<file path="src/rtl/shiftreg_chain_if.sv">
// Word handshake between system logic and the 74HC595 chain driver.
// The driver takes the slave side; i_/o_ prefixes are from the driver's point of view.
interface shiftreg_chain_if #(
    parameter int W = 16
);
    logic [W-1:0] i_Data;
    logic         i_Valid;
    logic         o_Ready;
    logic         o_Done;

    modport master (
        output i_Data,
        output i_Valid,
        input  o_Ready,
        input  o_Done
    );

    modport slave (
        input  i_Data,
        input  i_Valid,
        output o_Ready,
        output o_Done
    );
endinterface

</file>
<file path="src/rtl/shiftreg_chain.sv">
// 74HC595 daisy-chain driver: shifts 8*N_REGS bits out on SER/SRCLK, then pulses RCLK.
// Define SHIFTREG_OE_EN to add o_OE_n, held high until the first completed transfer.
module shiftreg_chain #(
    parameter int N_REGS    = 2,
    parameter int DIV       = 2,
    parameter bit MSB_FIRST = 1'b1
) (
    input  logic              i_clk,
    input  logic              i_rst_n,
    shiftreg_chain_if.slave   bus,
    output logic              o_SRCLK,
    output logic              o_RCLK,
`ifdef SHIFTREG_OE_EN
    output logic              o_SER,
    output logic              o_OE_n
`else
    output logic              o_SER
`endif
);

    localparam int W   = 8 * N_REGS;
    localparam int BCW = $clog2(W + 1);
    localparam int DCW = $clog2(DIV + 1);

    localparam logic [BCW-1:0] BIT_LAST = BCW'(W - 1);
    localparam logic [DCW-1:0] DIV_LAST = DCW'(DIV - 1);

    generate
        if (N_REGS < 1 || DIV < 1) begin : g_param_check
            $error("shiftreg_chain: N_REGS and DIV must both be >= 1");
        end
    endgenerate

    typedef enum logic [2:0] {
        S_IDLE,
        S_SHIFT_LO,
        S_SHIFT_HI,
        S_LATCH_GAP,
        S_LATCH_HI,
        S_DONE
    } state_t;

    state_t         r_state;
    logic [W-1:0]   r_shreg;
    logic [BCW-1:0] r_bit_cnt;
    logic [DCW-1:0] r_div_cnt;
    logic           r_ready;
    logic           r_done;
    logic           r_srclk;
    logic           r_rclk;
    logic           r_ser;

    logic           w_accept;
    logic           w_phase_end;
    logic           w_load_head;
    logic [W-1:0]   w_shifted;
    logic           w_shift_head;

    // r_ready is high only in IDLE and DONE, so a word can also be taken in DONE.
    assign w_accept     = r_ready & bus.i_Valid;
    assign w_phase_end  = (r_div_cnt == DIV_LAST);
    assign w_load_head  = MSB_FIRST ? bus.i_Data[W-1] : bus.i_Data[0];
    assign w_shifted    = MSB_FIRST ? {r_shreg[W-2:0], 1'b0} : {1'b0, r_shreg[W-1:1]};
    assign w_shift_head = MSB_FIRST ? w_shifted[W-1] : w_shifted[0];

    // NOTE: reset is sampled on the clock edge, and every register here (the data
    // shift register included) gets a known value; all state updates are non-blocking.
    always_ff @(posedge i_clk) begin
        if (!i_rst_n) begin
            r_state   <= S_IDLE;
            r_shreg   <= '0;
            r_bit_cnt <= '0;
            r_div_cnt <= '0;
            r_ready   <= 1'b1;
            r_done    <= 1'b0;
            r_srclk   <= 1'b0;
            r_rclk    <= 1'b0;
            r_ser     <= 1'b0;
        end else if (w_accept) begin
            r_state   <= S_SHIFT_LO;
            r_shreg   <= bus.i_Data;
            r_ser     <= w_load_head;
            r_bit_cnt <= '0;
            r_div_cnt <= '0;
            r_ready   <= 1'b0;
            r_done    <= 1'b0;
            r_srclk   <= 1'b0;
            r_rclk    <= 1'b0;
        end else begin
            case (r_state)
                S_IDLE: begin
                    r_done <= 1'b0;
                end
                S_SHIFT_LO: begin
                    if (w_phase_end) begin
                        r_div_cnt <= '0;
                        r_srclk   <= 1'b1;
                        r_state   <= S_SHIFT_HI;
                    end else begin
                        r_div_cnt <= r_div_cnt + 1'b1;
                    end
                end
                S_SHIFT_HI: begin
                    if (w_phase_end) begin
                        r_div_cnt <= '0;
                        r_srclk   <= 1'b0;
                        if (r_bit_cnt == BIT_LAST) begin
                            // SER keeps the last bit until the next word's first bit.
                            r_state <= S_LATCH_GAP;
                        end else begin
                            r_bit_cnt <= r_bit_cnt + 1'b1;
                            r_shreg   <= w_shifted;
                            r_ser     <= w_shift_head;
                            r_state   <= S_SHIFT_LO;
                        end
                    end else begin
                        r_div_cnt <= r_div_cnt + 1'b1;
                    end
                end
                S_LATCH_GAP: begin
                    if (w_phase_end) begin
                        r_div_cnt <= '0;
                        r_rclk    <= 1'b1;
                        r_state   <= S_LATCH_HI;
                    end else begin
                        r_div_cnt <= r_div_cnt + 1'b1;
                    end
                end
                S_LATCH_HI: begin
                    if (w_phase_end) begin
                        r_div_cnt <= '0;
                        r_rclk    <= 1'b0;
                        r_done    <= 1'b1;
                        r_ready   <= 1'b1;
                        r_state   <= S_DONE;
                    end else begin
                        r_div_cnt <= r_div_cnt + 1'b1;
                    end
                end
                S_DONE: begin
                    r_done  <= 1'b0;
                    r_state <= S_IDLE;
                end
                default: begin
                    r_state <= S_IDLE;
                    r_ready <= 1'b1;
                    r_done  <= 1'b0;
                    r_srclk <= 1'b0;
                    r_rclk  <= 1'b0;
                end
            endcase
        end
    end

`ifdef SHIFTREG_OE_EN
    logic r_oe_n;

    // Outputs stay tri-stated until the chain holds a word this driver latched.
    always_ff @(posedge i_clk) begin
        if (!i_rst_n) begin
            r_oe_n <= 1'b1;
        end else if (r_state == S_LATCH_HI && w_phase_end) begin
            r_oe_n <= 1'b0;
        end
    end

    assign o_OE_n = r_oe_n;
`endif

    assign bus.o_Ready = r_ready;
    assign bus.o_Done  = r_done;
    assign o_SRCLK     = r_srclk;
    assign o_RCLK      = r_rclk;
    assign o_SER       = r_ser;

endmodule
</file>
<file path="src/flat_wrapper.sv">
// flat-port wrapper written by rule: the top's interface ports become plain ports
module shiftreg_chain_flat 
#(
    parameter int N_REGS    = 2,
    parameter int DIV       = 2,
    parameter bit MSB_FIRST = 1'b1
)
  (i_clk, i_rst_n, o_SRCLK, o_RCLK, o_SER, bus_i_Data, bus_i_Valid, bus_o_Ready, bus_o_Done);
  shiftreg_chain_if bus_i ();
  input  logic i_clk;
  input  logic i_rst_n;
  output logic o_SRCLK;
  output logic o_RCLK;
  output logic o_SER;
  input wire logic [$bits(bus_i.i_Data)-1:0] bus_i_Data;
  input wire logic [$bits(bus_i.i_Valid)-1:0] bus_i_Valid;
  output wire logic [$bits(bus_i.o_Ready)-1:0] bus_o_Ready;
  output wire logic [$bits(bus_i.o_Done)-1:0] bus_o_Done;
  assign bus_i.i_Data = bus_i_Data;
  assign bus_i.i_Valid = bus_i_Valid;
  assign bus_o_Ready = bus_i.o_Ready;
  assign bus_o_Done = bus_i.o_Done;
  shiftreg_chain #(.N_REGS(N_REGS), .DIV(DIV), .MSB_FIRST(MSB_FIRST)) u_core (.i_clk(i_clk), .i_rst_n(i_rst_n), .bus(bus_i), .o_SRCLK(o_SRCLK), .o_RCLK(o_RCLK), .o_SER(o_SER));
endmodule
</file>
<file path="config.mk">
export PLATFORM = sky130hd
export DESIGN_NAME = shiftreg_chain_flat
export DESIGN_NICKNAME = d
export VERILOG_FILES = /design/src/rtl/shiftreg_chain_if.sv /design/src/rtl/shiftreg_chain.sv /design/src/flat_wrapper.sv
export SDC_FILE = /design/constraint.sdc
export NUM_CORES = 1
export LEC_CHECK = 0
export BUFFER_PORTS_ARGS = -buffer_cell sky130_fd_sc_hd__buf_2
export CORE_MARGIN = 2
export CORE_UTILIZATION = 49
export DETAILED_ROUTE_END_ITERATION = 12
export GPL_TIMING_DRIVEN = 0
export PLACE_DENSITY_LB_ADDON = 0.25
export REMOVE_ABC_BUFFERS = 1
export SLEW_MARGIN = 10
export SYNTH_ARGS = -nofsm -noshare
export SYNTH_HDL_FRONTEND = slang
export SYNTH_SLANG_ARGS = --single-unit
</file>
<file path="constraint.sdc">
create_clock -name i_clk -period 1.8 [get_ports i_clk]
set_input_delay 0.09 -clock i_clk [delete_from_list [all_inputs] [get_ports i_clk]]
set_output_delay 0.09 -clock i_clk [all_outputs]
set_load 0.02 [all_outputs]
</file>
==> impl_metrics.toml, run 1 <==
[hold_path]
holdPathEnd = "u_core.r_shreg[6]"
hold_depth = 3
min_from = "bus_i_Data[6]"
min_path_type = "primary input to register"

[power_and_ir_drop]
leakagePower_uw = 0.000634
power_density_nw_per_um2 = 752
ir_drop_mv = 0.574

[yosys]
synth_top_area_share_pct = 42.4
synth.most_common_cell = "o21ai_0"
synth_area_per_cell_um2 = 8.37
synth_edf_count = 0
synth_cells = 169
synth.area.top_cells = "dfxtp_1, o21ai_0, a31oi_1"
synth-seq-cells = 30
netlist_area_um2 = 1420
synth_flop_cell = "dfxtp_1"
seq_area_frac_synth_pct = 42.4
yosys_warnings = 0
synthDistinctLibCells = 38
synthArstFlopShare_pct = 0
yosys-top-cells-count = "o21ai_0, dfxtp_1, a21oi_1"
yosysTopAreaCell = "dfxtp_1"

[critical_path]
r2r_end = "u_core.r_bit_cnt[0]"
crit_slowest_cell = "or3b_4"
worstPathCellList = "ha_4 -> and3_4 -> ha_4 -> or3b_4 -> buf_6 -> or3_1 -> a21oi_1"
cp_max_fo = 3
reg2reg_depth = 7
crit_buf_inv = 1
start_kind = "register"
timing.rr.start = "u_core.r_bit_cnt[0]"
crit_arrival_ns = 2.15
crit_family = "simple AND/OR/NAND/NOR gates"
slowest_delay_ns = 0.40
cpMostUsedCell = "ha_4"
r2r_slack_ns = -0.10
crit_path_end_kind = "register"
path_class = "register to register"
crit_required_ns = 2.05

[cells_and_area]
final_util_pct = 61.9
diodes = 0
stdcell_count = 224
drive_gt1_share_pct = 25.9
nNetsFinal = 215
area_growth_pct = 20.7
design_area_um2 = 1710

[timing]
slew_viol_final = 0
slew_headroom_pct = 48.8
fmax_mhz = 526
hold_viol_final = 0
period_needed_ns = 1.90
setup_viol = 14
worstMarginPinSlew_ns = 0.768
whs_ns = 0.0448
setup_ws_ns = -0.102
skew_ns = 0.00369
fin_crit_sh_pct = 106
rsz0062_at_grt = "yes"

[clock_tree]
cts_tree = "yes"
clockRootBuffer = "clkbuf_4"
cts_buffers = 5
htreeDepth = 2
clock-sinks = 30
clock_latency_ns = 0.32
clk_transition_reported_paths_ns = 0.09
clockBufferDepth = 2

[placement]
dpl.cell_count = 208
dp_hpwl_um = 1900
place_area_um2 = 1510
io_buffers = 23
gp_congestion = 0.756

[route]
finalWirelength_um = 3370
viasPerCell = 6.38
drc = 0
dr.pass1.iters = 4
wl_per_cell_um = 15.0
ant_nets = 0
drt_iter0_drc = 48
vias = 1430

[global_routing]
grt_max_degree = 24
grt_pass1_wl_um = 5380
grt_pass1_vias = 1214
antenna_found_initial = 0
grt_use_total_pct = 21.1
grt_overflow = 0

[floorplanning]
die-area_um2 = 3330
die_h_um = 57.7
ios = 24
num_rows = 19
coreArea_um2 = 2760
dieWidth_um = 57.7
start_util_pct = 51.3

[run_status]
status = "complete, but fails checks"
violations = "setup timing"

[run]
max_cap_viol_count = 0
==> cells in the final DEF (no fill, tap or decap), types with 3 or more instances in the layout <==
master,instances
buf_4,3
o21ai_0,30
buf_2,23
clkbuf_4,5
buf_6,6
nand3_1,6
dfxtp_1,28
o21ai_1,3
nor2_1,3
a21oi_1,19
nand2_1,7
inv_1,3
a31oi_1,16
==> cell families (layout without fill, tap and decap cells) <==
logic type / after synthesis / in the layout / share of synthesized area, %
AO/OA/AOI/OAI: 81 / 81 / 32.5
XOR/XNOR: 3 / 3 / 2.83
multiplexers: 1 / 1 / 0.707
flip-flops: 30 / 30 / 42.4
adder cells (fa/ha/maj): 2 / 2 / 1.77
buffers and inverters: 19 / 42 / 6.10
AND/OR/NAND/NOR: 33 / 34 / 13.6
==> routing by layer <==
metal,track usage [%],vias up,share of wire [%]
met1,26.4,685,43
met4,11.6,0,2.9
li1,-,677,-
met2,33.4,56,48
met3,5.13,12,5.9
met5,0,-,0
==> power breakdown <==
group	internal (uW)	total (uW)	switching [uW]	leakage (uW)
clock	176	393	217	0.0000302
sequential	698	720	22.5	0.000247
combinational	72.2	171	99.2	0.000356
==> state kept, by name (all words and copies together), names as in the netlist <==
name,cells
u_core.bus.o_Done,1
u_core.bus.o_Ready,1
u_core.o_RCLK,1
u_core.o_SER,1
u_core.o_SRCLK,1
u_core.r_bit_cnt,5
u_core.r_div_cnt,2
u_core.r_shreg,15
u_core.r_state,3
==> worst max path at each step <==
stage,start,endpoint,depth (start not counted)
after floorplan,u_core.r_bit_cnt[0],u_core.r_bit_cnt[3],6
after global placement,u_core.r_state[0],u_core.r_bit_cnt[2],3
after detailed placement,u_core.r_bit_cnt[0],u_core.r_bit_cnt[3],6
after CTS,u_core.r_bit_cnt[0],u_core.r_bit_cnt[0],7
after global routing,u_core.r_bit_cnt[1],u_core.r_bit_cnt[0],7
final,u_core.r_bit_cnt[0],u_core.r_bit_cnt[0],7
==> metrics by stage <==
stage	setup WS, ns	TNS, ns	total power [uW]
floorplan	-0.300	-3.14	834
global placement	-0.821	-16.16	884
detailed placement	-0.521	-9.02	895
CTS	-0.102	-0.324	1280
global route	-0.138	-1.43	1350
finish	-0.102	-0.375	1280
==> area by class of cell <==
class / count / area, um2
Clock buffer: 6 / 51.3
Sequential cell: 30 / 603
Tap cell: 31 / 38.8
Inverter: 3 / 11.3
Multi-Input combinational cell: 121 / 788
Timing Repair Buffer: 33 / 215
Fill cell: 248 / 1050
==> worst min-delay path, stage by stage <==
cell     delay (ns)
buf_2          0.07
o21ai_0        0.07
a21oi_1        0.11
==> what timing repair did <==
action,4_1_cts,5_1_grt
setup endpoints to repair,21,21
cloned,1,0
pin swaps,6,6
hold buffers,0,1
gates resized for setup,12,10
endpoints found under the hold margin,0,1
buffers inserted,6,2
(Power assumes the default switching activity.)
==> inputs of run 2 (changes only) <==
Settings changed: PLACE_DENSITY set to 0.74, PLACE_DENSITY_LB_ADDON 0.25 to not set.
==> impl_metrics.toml, run 2 (synthesis results as in run 1) <==
[run_status]
status = "complete, but fails checks"
violations = "setup timing"

[timing]
whs_ns = 0.0240
fmax_mhz = 510
setup_ws_ns = -0.163
hold_viol_final = 0
tns_ns = -0.927
worstMarginPinSlew_ns = 0.840
rsz0062_at_grt = "yes"
slew_viol_final = 0
setup_viol = 16
slew_headroom_pct = 43.9
fin_crit_sh_pct = 109
period_needed_ns = 1.96
skew_ns = 0.0156

[floorplanning]
die_h_um = 57.7
start_util_pct = 51.3
die-area_um2 = 3330
coreArea_um2 = 2760
ios = 24
dieWidth_um = 57.7
num_rows = 19

[global_routing]
grt_use_total_pct = 22.1
met1_usage_pct = 26.5
antenna_found_initial = 0
use_met3_pct = 6.70
use_met2_pct = 37.2
grt_max_degree = 24
grt_pass1_vias = 1265
grt_pass1_wl_um = 5600
busiest_layer = "met2"
grt_overflow = 0

[route]
ant_nets = 0
vias = 1460
viasPerCell = 6.19
finalWirelength_um = 4070
dr.pass1.iters = 4
wl_per_cell_um = 17.2
drc = 0
drt_iter0_drc = 72

[clock_tree]
clockRootBuffer = "clkbuf_4"
clock_latency_ns = 0.34
cts_buffers = 5
clk_transition_reported_paths_ns = 0.10
htreeDepth = 2
cts_tree = "yes"
clock-sinks = 30
clockBufferDepth = 2

[cells_and_area]
largest_register = "u_core.r_shreg"
reg_top3 = "u_core.r_shreg: 15 flops, u_core.r_bit_cnt: 5 flops, u_core.r_state: 3 flops"
drive_gt1_share_pct = 36.6
largest_reg_flops = 15
mostFrequentLayoutCells = "dfxtp_1, buf_2, o21ai_0"
final_common_cell = "dfxtp_1"
nNetsFinal = 225
diodes = 0
area_growth_pct = 33.7

[run]
max_cap_viol_count = 0

[critical_path]
crit_path_end_kind = "register"
cp_max_fo = 4
crit_required_ns = 2.07
timing.rr.start = "u_core.r_bit_cnt[0]"
path_class = "register to register"
start_kind = "register"
crit_arrival_ns = 2.23
startpoint = "u_core.r_bit_cnt[0]"

[placement]
dp_worst_setup_slack_ns = -0.520
io_buffers = 23
gp_congestion = 0.778
dp_hpwl_um = 2020

[power_and_ir_drop]
ir_drop_mv = 0.606
power_density_nw_per_um2 = 718
leakagePower_uw = 0.000702

[hold_path]
min_from = "bus_i_Data[7]"
min_path_type = "primary input to register"
run 2: repair_timing:
action                                  in CTS  in global routing
resized for setup                           22                 33
setup buffers                                9                  8
endpoints found under the hold margin        1                  0
hold buffers                                 1                  0
cloned                                       1                  2
pin swaps                                    7                 21
endpoints found under the setup margin      21                 21
run 2: routing by layer:
layer	vias up	share of wire, %
met5	-	0
met2	54	49
li1	703	-
met1	695	44
met3	8	5.5
met4	0	1.6
run 2: path summary, 6_finish.rpt:
kind | end | slack [ns] | cells after the start
setup / recovery | u_core.r_bit_cnt[0] | -0.16 | 7
hold / removal | u_core.r_shreg[7] | 0.02 | 3
setup reg to reg | u_core.r_bit_cnt[0] | -0.16 | 7
hold reg to reg | u_core.r_shreg[10] | 0.46 | 2
run 2: final cells by class:
type,count,area (um2)
multi-input cells,122,885
fillers,213,866
flip-flops and latches,30,603
repair buffers,42,294
clock buffers,7,55.1
well taps,31,38.8
inverters,3,11.3
clock inverters,1,5.00
run 2: stage by stage:
step / util [%] / std cells / power [uW] / cell area (um2)
6_report: 68.6 / 236 / 1360 / 1890
5_1_grt: 68.6 / 236 / 1400 / 1890
4_1_cts: 62.2 / 227 / 1330 / 1710
3_5_place_dp: 54.8 / 208 / 895 / 1510
3_3_place_gp: 54.2 / 207 / 883 / 1490
2_1_floorplan: - / 153 / 834 / 1340
run 2: power by group:
group	leakage (uW)	switching, uW	internal, uW
clock	0.0000353	243	189
sequential	0.000247	28.7	698
combinational	0.000420	116	82.9
run 2: critical path, cell delays in order, from the launching register on:
cell     delay (ns)
dfxtp_2        0.35
ha_4           0.16
and3_4         0.18
ha_4           0.16
or3b_4         0.40
buf_6          0.13
or3_4          0.33
a21oi_2        0.17
==> inputs of run 3 (changes only) <==
Settings changed: CORE_UTILIZATION 49 to 50, CTS_BUF_LIST set to sky130_fd_sc_hd__clkbuf_4 sky130_fd_sc_hd__clkbuf_8, PLACE_DENSITY 0.74 to 0.75.
==> impl_metrics.toml, run 3 (synthesis results as in run 1) <==
[critical_path]
crit_slowest_cell = "or3b_4"
cp_max_fo = 4
crit_arrival_ns = 2.17
cpMostUsedCell = "ha_4"
r2r_slack_ns = -0.1
path_class = "register to register"
crit_buf_inv = 1
worstPathCellList = "ha_4 -> and3_4 -> ha_4 -> or3b_4 -> buf_6 -> or3_1 -> a21oi_1"
start_kind = "register"
reg2reg_depth = 7
crit_required_ns = 2.07
crit_family = "simple AND/OR/NAND/NOR gates"
r2r_end = "u_core.r_bit_cnt[0]"
slowest_delay_ns = 0.40
timing.rr.start = "u_core.r_bit_cnt[0]"
crit_path_end_kind = "register"

[run_status]
violations = "setup timing"
status = "complete, but fails checks"

[cells_and_area]
area_growth_pct = 19.5
final_common_cell = "o21ai_0"
diodes = 0
fillers = 234
reg_top3 = "u_core.r_shreg: 15 flops, u_core.r_bit_cnt: 5 flops, u_core.r_state: 3 flops"
largest_reg_flops = 15
final_util_pct = 61.8
mostFrequentLayoutCells = "o21ai_0, dfxtp_1, buf_2"
largest_register = "u_core.r_shreg"
nNetsFinal = 211
drive_gt1_share_pct = 24.6

[route]
vias = 1399
drt_iter0_drc = 42
drc = 0
dr.pass1.iters = 5
ant_nets = 0
wl_per_cell_um = 15.5
finalWirelength_um = 3440
viasPerCell = 6.30

[hold_path]
min_from = "bus_i_Data[15]"
holdPathEnd = "u_core.o_SER"
hold_depth = 3
min_path_type = "primary input to register"

[timing]
period_needed_ns = 1.90
fin_crit_sh_pct = 106
tns_ns = -0.175
slew_headroom_pct = 50.5
fmax_mhz = 526
slew_viol_final = 0
skew_ns = 0.0101
setup_viol = 2
rsz0062_at_grt = "yes"
worstMarginPinSlew_ns = 0.742
setup_ws_ns = -0.0999
hold_viol_final = 0

[power_and_ir_drop]
ir_drop_mv = 0.654
leakagePower_uw = 0.000623
power_density_nw_per_um2 = 793
total_power_uw = 1340

[global_routing]
grt_max_degree = 24
grt_overflow = 0
grt_pass1_vias = 1190
antenna_found_initial = 0
grt_pass1_wl_um = 5440
grt_use_total_pct = 22.0

[clock_tree]
htreeDepth = 2
clockBufferDepth = 2
cts_buffers = 5
clockRootBuffer = "clkbuf_4"
clock_latency_ns = 0.34
clock-sinks = 30
cts_tree = "yes"
clk_transition_reported_paths_ns = 0.10

[floorplanning]
num_rows = 19
ios = 24
start_util_pct = 51.8
dieWidth_um = 57.2
die-area_um2 = 3270
coreArea_um2 = 2730
die_h_um = 57.2

[run]
max_cap_viol_count = 0

[placement]
io_buffers = 23
gp_congestion = 0.785
dp_hpwl_um = 1980
[run 3: changes by cell type in the layout (fill, tap and decap cells not counted), moves of 2 or more]
cell	change
a21oi_2	-4
o21ai_1	-3
o21ai_2	-6
a21oi_1	+4
buf_6	-6
o21ai_0	+10
buf_4	-8
nand3_1	+2
[run 3: worst max path at each step]
stage | startpoint | endpoint | slack (ns) | cells past startpoint
2_1_floorplan | u_core.r_bit_cnt[0] | u_core.r_bit_cnt[3] | -0.30 | 6
3_3_place_gp | u_core.r_state[0] | u_core.r_shreg[7] | -0.82 | 3
3_5_place_dp | u_core.r_bit_cnt[0] | u_core.r_bit_cnt[3] | -0.54 | 6
4_1_cts | u_core.r_bit_cnt[0] | u_core.r_bit_cnt[0] | -0.1 | 7
5_1_grt | u_core.r_bit_cnt[0] | u_core.r_bit_cnt[0] | -0.13 | 7
6_report | u_core.r_bit_cnt[0] | u_core.r_bit_cnt[0] | -0.1 | 7
[run 3: what timing repair did]
| action | CTS | global route |
|---|---|---|
| setup endpoints to repair | 21 | 21 |
| gates resized for setup | 13 | 6 |
| hold endpoints to repair | 1 | 0 |
| gates cloned | 1 | 0 |
| hold buffers | 1 | 0 |
| pin swaps | 7 | 4 |
| buffers inserted | 4 | 0 |
[run 3: per-stage QoR]
step           cell area [um2]  std cells  hold slack, ns  setup slack, ns
4_1_cts                   1680        222          0.0194          -0.0957
6_report                  1690        222          0.0256          -0.0999
3_5_place_dp              1510        208           0.357           -0.540
3_3_place_gp              1490        207           0.352           -0.822
2_1_floorplan             1340        153           0.218           -0.300
5_1_grt                   1690        222          0.0260           -0.133
[run 3: routing by layer]
layer | GRT usage, % | wire length [um] | vias up
met5 | 0 | 0 | -
met4 | 12.0 | 70 | 0
met3 | 4.76 | 215 | 8
met2 | 35.1 | 1720 | 61
met1 | 27.8 | 1430 | 660
li1 | - | - | 670
[run 3: worst reg2reg max path, delay by kind of cell, from the launching register on]
family	cells	cell delay (ns)
buffers and inverters	1	0.14
and+or+nand+nor	3	0.88
AOI/OAI and AO/OA	1	0.13
DFF	1	0.36
adders and majority gates	2	0.33
[run 3: cell type report]
cell class | count | area (um2) | area share, %
Multi-Input combinational cell | 121 | 787 | 46.6
Clock buffer | 7 | 58.8 | 3.48
Clock inverter | 1 | 5.00 | 0.296
Sequential cell | 30 | 603 | 35.7
Tap cell | 31 | 38.8 | 2.29
Timing Repair Buffer | 29 | 186 | 11.0
Inverter | 3 | 11.3 | 0.666
[run 3: power by group]
part           switching [uW]  internal (uW)
Clock                     241            204
Sequential               23.2            698
Combinational             101           72.5
Total                     366            974
